`src/rtl/irq_pkg.sv`:
```
// Shared constants and FSM encoding for the interrupt controller and the core's vector decode.
package irq_pkg;

    typedef enum logic [1:0] {
        ST_IDLE    = 2'd0,
        ST_REQ     = 2'd1,
        ST_SERVICE = 2'd2
    } irq_state_t;

    localparam int         NSRC_DEF        = 4;
    localparam int         VEC_W_DEF       = 10;
    localparam logic [9:0] VEC_BASE_DEF    = 10'h3F0;
    localparam int         STRIDE_LOG2_DEF = 2;

endpackage

```
`src/rtl/irq_sync_edge.sv`:
```
// Two-flop synchroniser for one asynchronous request line plus rising-edge detect.
module irq_sync_edge (
    input  logic clk,
    input  logic reset,
    input  logic din,
    output logic rise
);

    logic s1;
    logic s2;
    logic s3;

    always_ff @(posedge clk or negedge reset) begin
        if (!reset) begin
            s1 <= 1'b0;
            s2 <= 1'b0;
            s3 <= 1'b0;
        end else begin
            s1 <= din;
            s2 <= s1;
            s3 <= s2;
        end
    end

    assign rise = s2 & ~s3;

endmodule

```
`src/rtl/irq_ctrl.sv`:
```
// Prioritised vectored interrupt controller with irq/ack/iret handshake to the core.
// Define IRQ_NEST_EN to allow higher-priority sources to preempt a running handler.
//
//  state      | meaning
//  -----------+------------------------------------------------------------
//  ST_IDLE    | no handler running, waiting for an enabled pending source
//  ST_REQ     | irq asserted for the latched grant, waiting for irq_ack
//  ST_SERVICE | handler(s) in service, waiting for iret (or preemption)
module irq_ctrl
    import irq_pkg::*;
#(
    parameter int               NSRC        = NSRC_DEF,
    parameter int               VEC_W       = VEC_W_DEF,
    parameter logic [VEC_W-1:0] VEC_BASE    = VEC_W'(VEC_BASE_DEF),
    parameter int               STRIDE_LOG2 = STRIDE_LOG2_DEF
) (
    input  logic             clk,
    input  logic             reset,
    input  logic [NSRC-1:0]  ie,
    input  logic             en_we,
    input  logic [NSRC-1:0]  en_wdata,
    input  logic             irq_ack,
    input  logic             iret,
    output logic             irq,
    output logic [VEC_W-1:0] irq_addr,
    output logic             busy,
    output logic [NSRC-1:0]  pending,
    output logic [NSRC-1:0]  en
);

    localparam int IDX_W = (NSRC > 1) ? $clog2(NSRC) : 1;

    function automatic logic [VEC_W-1:0] vec_of(input logic [IDX_W-1:0] idx);
        return VEC_BASE + (VEC_W'(idx) << STRIDE_LOG2);
    endfunction

    function automatic logic [IDX_W-1:0] lowest_idx(input logic [NSRC-1:0] v);
        logic [IDX_W-1:0] r;
        r = '0;
        for (int i = NSRC - 1; i >= 0; i--) begin
            if (v[i]) r = IDX_W'(i);
        end
        return r;
    endfunction

    logic [NSRC-1:0]  rise;
    logic [NSRC-1:0]  req;
    logic [IDX_W-1:0] winner;
    logic [NSRC-1:0]  grant_mask;

    irq_state_t       state;
    irq_state_t       state_nxt;
    logic             irq_nxt;
    logic [VEC_W-1:0] addr_nxt;
    logic [IDX_W-1:0] grant;
    logic [IDX_W-1:0] grant_nxt;
    logic             ack_take;

    for (genvar g = 0; g < NSRC; g++) begin : g_sync
        irq_sync_edge u_sync (
            .clk   (clk),
            .reset (reset),
            .din   (ie[g]),
            .rise  (rise[g])
        );
    end

    assign req        = pending & en;
    assign winner     = lowest_idx(req);
    assign grant_mask = NSRC'(1) << grant;

`ifdef IRQ_NEST_EN
    logic [NSRC-1:0] isr;
    logic [NSRC-1:0] isr_nxt;
    logic [NSRC-1:0] isr_low;
    logic [NSRC-1:0] isr_pop;
    logic            preempt;

    // Sources strictly below the lowest in-service bit may preempt it.
    assign isr_low = (isr & (~isr + NSRC'(1))) - NSRC'(1);
    assign isr_pop = isr & (isr - NSRC'(1));
    assign preempt = |(req & isr_low);
    assign busy    = |isr;
`else
    logic busy_q;
    logic busy_nxt;

    assign busy = busy_q;
`endif

    always_comb begin
        state_nxt = state;
        irq_nxt   = irq;
        addr_nxt  = irq_addr;
        grant_nxt = grant;
        ack_take  = 1'b0;
`ifdef IRQ_NEST_EN
        isr_nxt   = isr;
`else
        busy_nxt  = busy_q;
`endif
        unique case (state)
            ST_IDLE: begin
                if (|req) begin
                    state_nxt = ST_REQ;
                    irq_nxt   = 1'b1;
                    addr_nxt  = vec_of(winner);
                    grant_nxt = winner;
                end
            end
            ST_REQ: begin
                if (irq_ack) begin
                    state_nxt = ST_SERVICE;
                    irq_nxt   = 1'b0;
                    ack_take  = 1'b1;
`ifdef IRQ_NEST_EN
                    isr_nxt   = isr | grant_mask;
`else
                    busy_nxt  = 1'b1;
`endif
                end else if (!en[grant]) begin
                    irq_nxt = 1'b0;
`ifdef IRQ_NEST_EN
                    state_nxt = (|isr) ? ST_SERVICE : ST_IDLE;
`else
                    state_nxt = ST_IDLE;
`endif
                end
            end
            ST_SERVICE: begin
`ifdef IRQ_NEST_EN
                if (iret) begin
                    isr_nxt = isr_pop;
                    if (isr_pop == '0) state_nxt = ST_IDLE;
                end else if (preempt) begin
                    state_nxt = ST_REQ;
                    irq_nxt   = 1'b1;
                    addr_nxt  = vec_of(winner);
                    grant_nxt = winner;
                end
`else
                if (iret) begin
                    state_nxt = ST_IDLE;
                    busy_nxt  = 1'b0;
                end
`endif
            end
            default: begin
                state_nxt = ST_IDLE;
                irq_nxt   = 1'b0;
            end
        endcase
    end

    always_ff @(posedge clk or negedge reset) begin
        if (!reset) begin
            state    <= ST_IDLE;
            irq      <= 1'b0;
            irq_addr <= '0;
            grant    <= '0;
        end else begin
            state    <= state_nxt;
            irq      <= irq_nxt;
            irq_addr <= addr_nxt;
            grant    <= grant_nxt;
        end
    end

`ifdef IRQ_NEST_EN
    always_ff @(posedge clk or negedge reset) begin
        if (!reset) isr <= '0;
        else        isr <= isr_nxt;
    end
`else
    always_ff @(posedge clk or negedge reset) begin
        if (!reset) busy_q <= 1'b0;
        else        busy_q <= busy_nxt;
    end
`endif

    // A fresh edge on the acknowledged source wins over the clear.
    always_ff @(posedge clk or negedge reset) begin
        if (!reset) begin
            pending <= '0;
        end else begin
            pending <= (pending & ~(ack_take ? grant_mask : '0)) | rise;
        end
    end

    always_ff @(posedge clk or negedge reset) begin
        if (!reset)     en <= '0;
        else if (en_we) en <= en_wdata;
    end

endmodule

```
`config.mk`:
```
export PLATFORM = sky130hd
export DESIGN_NAME = irq_ctrl
export DESIGN_NICKNAME = d
export VERILOG_FILES = /design/src/rtl/irq_pkg.sv /design/src/rtl/irq_sync_edge.sv /design/src/rtl/irq_ctrl.sv
export SDC_FILE = /design/constraint.sdc
export NUM_CORES = 1
export LEC_CHECK = 0
export CORE_UTILIZATION = 45
export CTS_CLUSTER_SIZE = 40
export DETAILED_ROUTE_END_ITERATION = 10
export PLACE_DENSITY_LB_ADDON = 0.3
export SLEW_MARGIN = 10
export SYNTH_ARGS = -nofsm -noshare
export SYNTH_HDL_FRONTEND = slang
export SYNTH_SLANG_ARGS = --single-unit
```
`constraint.sdc`:
```
create_clock -name clk -period 3.4 [get_ports clk]
set_input_delay 0.85 -clock clk [delete_from_list [all_inputs] [get_ports clk]]
set_output_delay 0.85 -clock clk [all_outputs]
set_load 0.005 [all_outputs]
```
==> reports/results.tsv <==
metric	value	unit
hold_depth	0	
routabilityCongestion	0.775	
post_synth_inst_count	83	
period_needed	2.27	ns
max_clock_freq	440	MHz
viasPerCell	5.34	
holdBufCountCts	0	
worst-endpoint-required	2.55	ns
die-height	51.2	µm
detailroute.via_count	731	
worst_hold_path_type	flip-flop to flip-flop	
number_of_placed_instances_taps_included	133	
hold_path_end	g_sync[1].u_sync.s2	
finish.cell_count_without_fillers	137	
clockBufferDepth	2	
clock-sinks	27	
cts_setup_buffers	0	
drtPass1Iterations	4	
clkLatencyLatePin	0.32	ns
mappedNetlistArea	1090	µm²
design.portCount	33	
final_max_slew_viol_count	0	
clock-root-buffer	clkbuf_4	
first_pass_grt_wire_length	2840	µm
synth_adder_area_share	0	%
post-route-cell-area	1380	µm²
die-width	51.2	µm
skew	0.00557	ns
status	finished, final reports clean	
global_route.usage.total	15.2	%
synth.mux.area_fraction	7.47	%
routed_wirelength	1800	µm
synth_cell_type_count	28	
critical_path_source_type	flip-flop	
tritoncts	yes	
synth.avg_cell_area	13.1	µm²
clk_pin_slew_worst_paths	0.13	ns
preCtsSetupSlack	1.33	ns
post-route-period-util	66.9	%
final_common_cell	clkdlybuf4s50_1	
cts_made_buffers	3	
layout.filler_cells	199	
worstPathCellList	clkdlybuf4s50_1	
finalCoreUtilization	61.0	%
post_dp_cell_area	1350	µm²
antenna_cells	0	
synth_compound_area_share	13.3	%
die_area	2620	µm²
synthXorXnorAreaFrac	0	%
largest_family_of_logic_cells_by_synthesized_area	compound AO/OA/AOI/OAI gates	
ys.warnings.count	0	
drc_errors	0	
htreeDepth	1	
timing.rr.end	grant[0]	
critical_path.reg2reg.startpoint	en[0]	
yosysSeqAreaShare	62.1	%
worst_ir_drop_vdd	0.000382	V
final_layout_size_suffix_gt1_share	16.5	%
final.hold.worst_slack	0.368	ns
number_of_global_route_vias_before_repair	615	
largest_net_degree_at_the_start_of_global_routing	28	
grt_setup_unrepaired	false	
seqCellArea	676	µm²
ys_ff_latch	27	
route.antenna.remaining_nets	0	
final.setup.tns	0	ns
setup_viol	0	
critical_path_peak_fanout	8	
power.total	889	µW
initial_core_util	48.3	%
areaGrowthSynthToFinish	26.4	%
ys_async_sr_fraction	100	%
antenna_found_initial	0	
core_region_area	2250	µm²
buf_inv_stages_crit_path	1	
power_per_cell_area	646	nW/µm²
grt-ovfl-total	0	
wl_per_cell	13.2	µm
slowest_stage	clkdlybuf4s50_1	
worstRegToRegCells	3	
synth-simple-area-share	6.78	%
dp_hpwl	1320	µm
post-route-worst-setup-slack	1.13	ns
worst_path_largest_cell_delay	0.56	ns
ys_dominant_reg_cell	dfrtp_1	
cellLeakagePower	0.601	nW
path_class	flip-flop to output pin	
hold_violations	0	
cts_repair_resize_count	0	
rrSetupSlack	1.97	ns
crit_path_dat	1.42	ns
fin_nets	123	
standard_cell_row_count	17	
crit_path_end_kind	output pin	
synth_enable_flop_cells	0	
drv_cap	0	
multi_input_comb_area	308	µm²
first_iter_violations	13	
timing.hold.worst.start	g_sync[1].u_sync.s1	
layout.cells.most_common_list	clkdlybuf4s50_1, dfrtp_1, inv_1, o21ai_0, mux2_2	
io_buffers	30	
critical-path-top-delay-family	buffers and inverters	
[logic make-up (layout without fill, tap and decap cells)]
logic type | count (synthesis) | count (layout)
muxes | 7 | 7
and+or+nand+nor | 13 | 13
other | 1 | 2
DFF | 27 | 27
AOI/OAI and AO/OA | 19 | 19
buffers and inverters | 16 | 41
[cell type report]
type	instances	area share, %
repair buffers	31	22.4
well taps	28	2.55
inverters	6	1.64
clock inverters	1	0.364
clock buffers	3	1.64
multi-input cells	41	22.4
flip-flops and latches	27	49.1
[state kept, by name, summed over array words and instances, names as in the netlist]
signal,count
irq,1
state,2
pending,4
g_sync.u_sync.s3,4
en,4
busy,1
g_sync.u_sync.s2,4
grant,1
g_sync.u_sync.s1,4
irq_addr,2
[worst max-delay path by stage]
stage	slack, ns	cells past startpoint	endpoint	startpoint
floorplan	1.99	1	irq_addr[5]	irq_addr[8]
global placement	1.34	5	pending[1]	irq_ack
detailed placement	1.33	4	pending[0]	irq_ack
CTS	1.13	1	irq_addr[3]	irq_addr[3]
global route	1.06	1	irq_addr[3]	irq_addr[3]
finish	1.13	1	irq_addr[3]	irq_addr[3]
[power by group]
group	internal (mW)	leakage (nW)	total, mW	switching, mW
combinational	0.181	0.281	0.277	0.0961
clock	0.0441	0.0177	0.134	0.0895
sequential	0.384	0.303	0.479	0.0944
total	0.609	0.601	0.889	0.280
[Yosys cell counts (2+ instances only)]
master   number  area share (%)
o31ai_1       2             1.4
nand2_1       4             1.4
a22oi_1       2             1.4
buf_4         7             4.8
mux2_2        5             5.2
o21ai_0       6             2.8
nor2_1        2            0.69
a21oi_1       2            0.92
dfrtp_1      27              62
buf_6         3             3.1
inv_1         6             2.1
[routing by layer]
metal | part of all wire, % | track usage (%)
met1 | 45 | 19.8
met2 | 49 | 23.9
met3 | 5.4 | 3.57
met4 | 0.78 | 6.94
met5 | 0 | 0
Note: power is estimated with default switching activity, not from simulation.
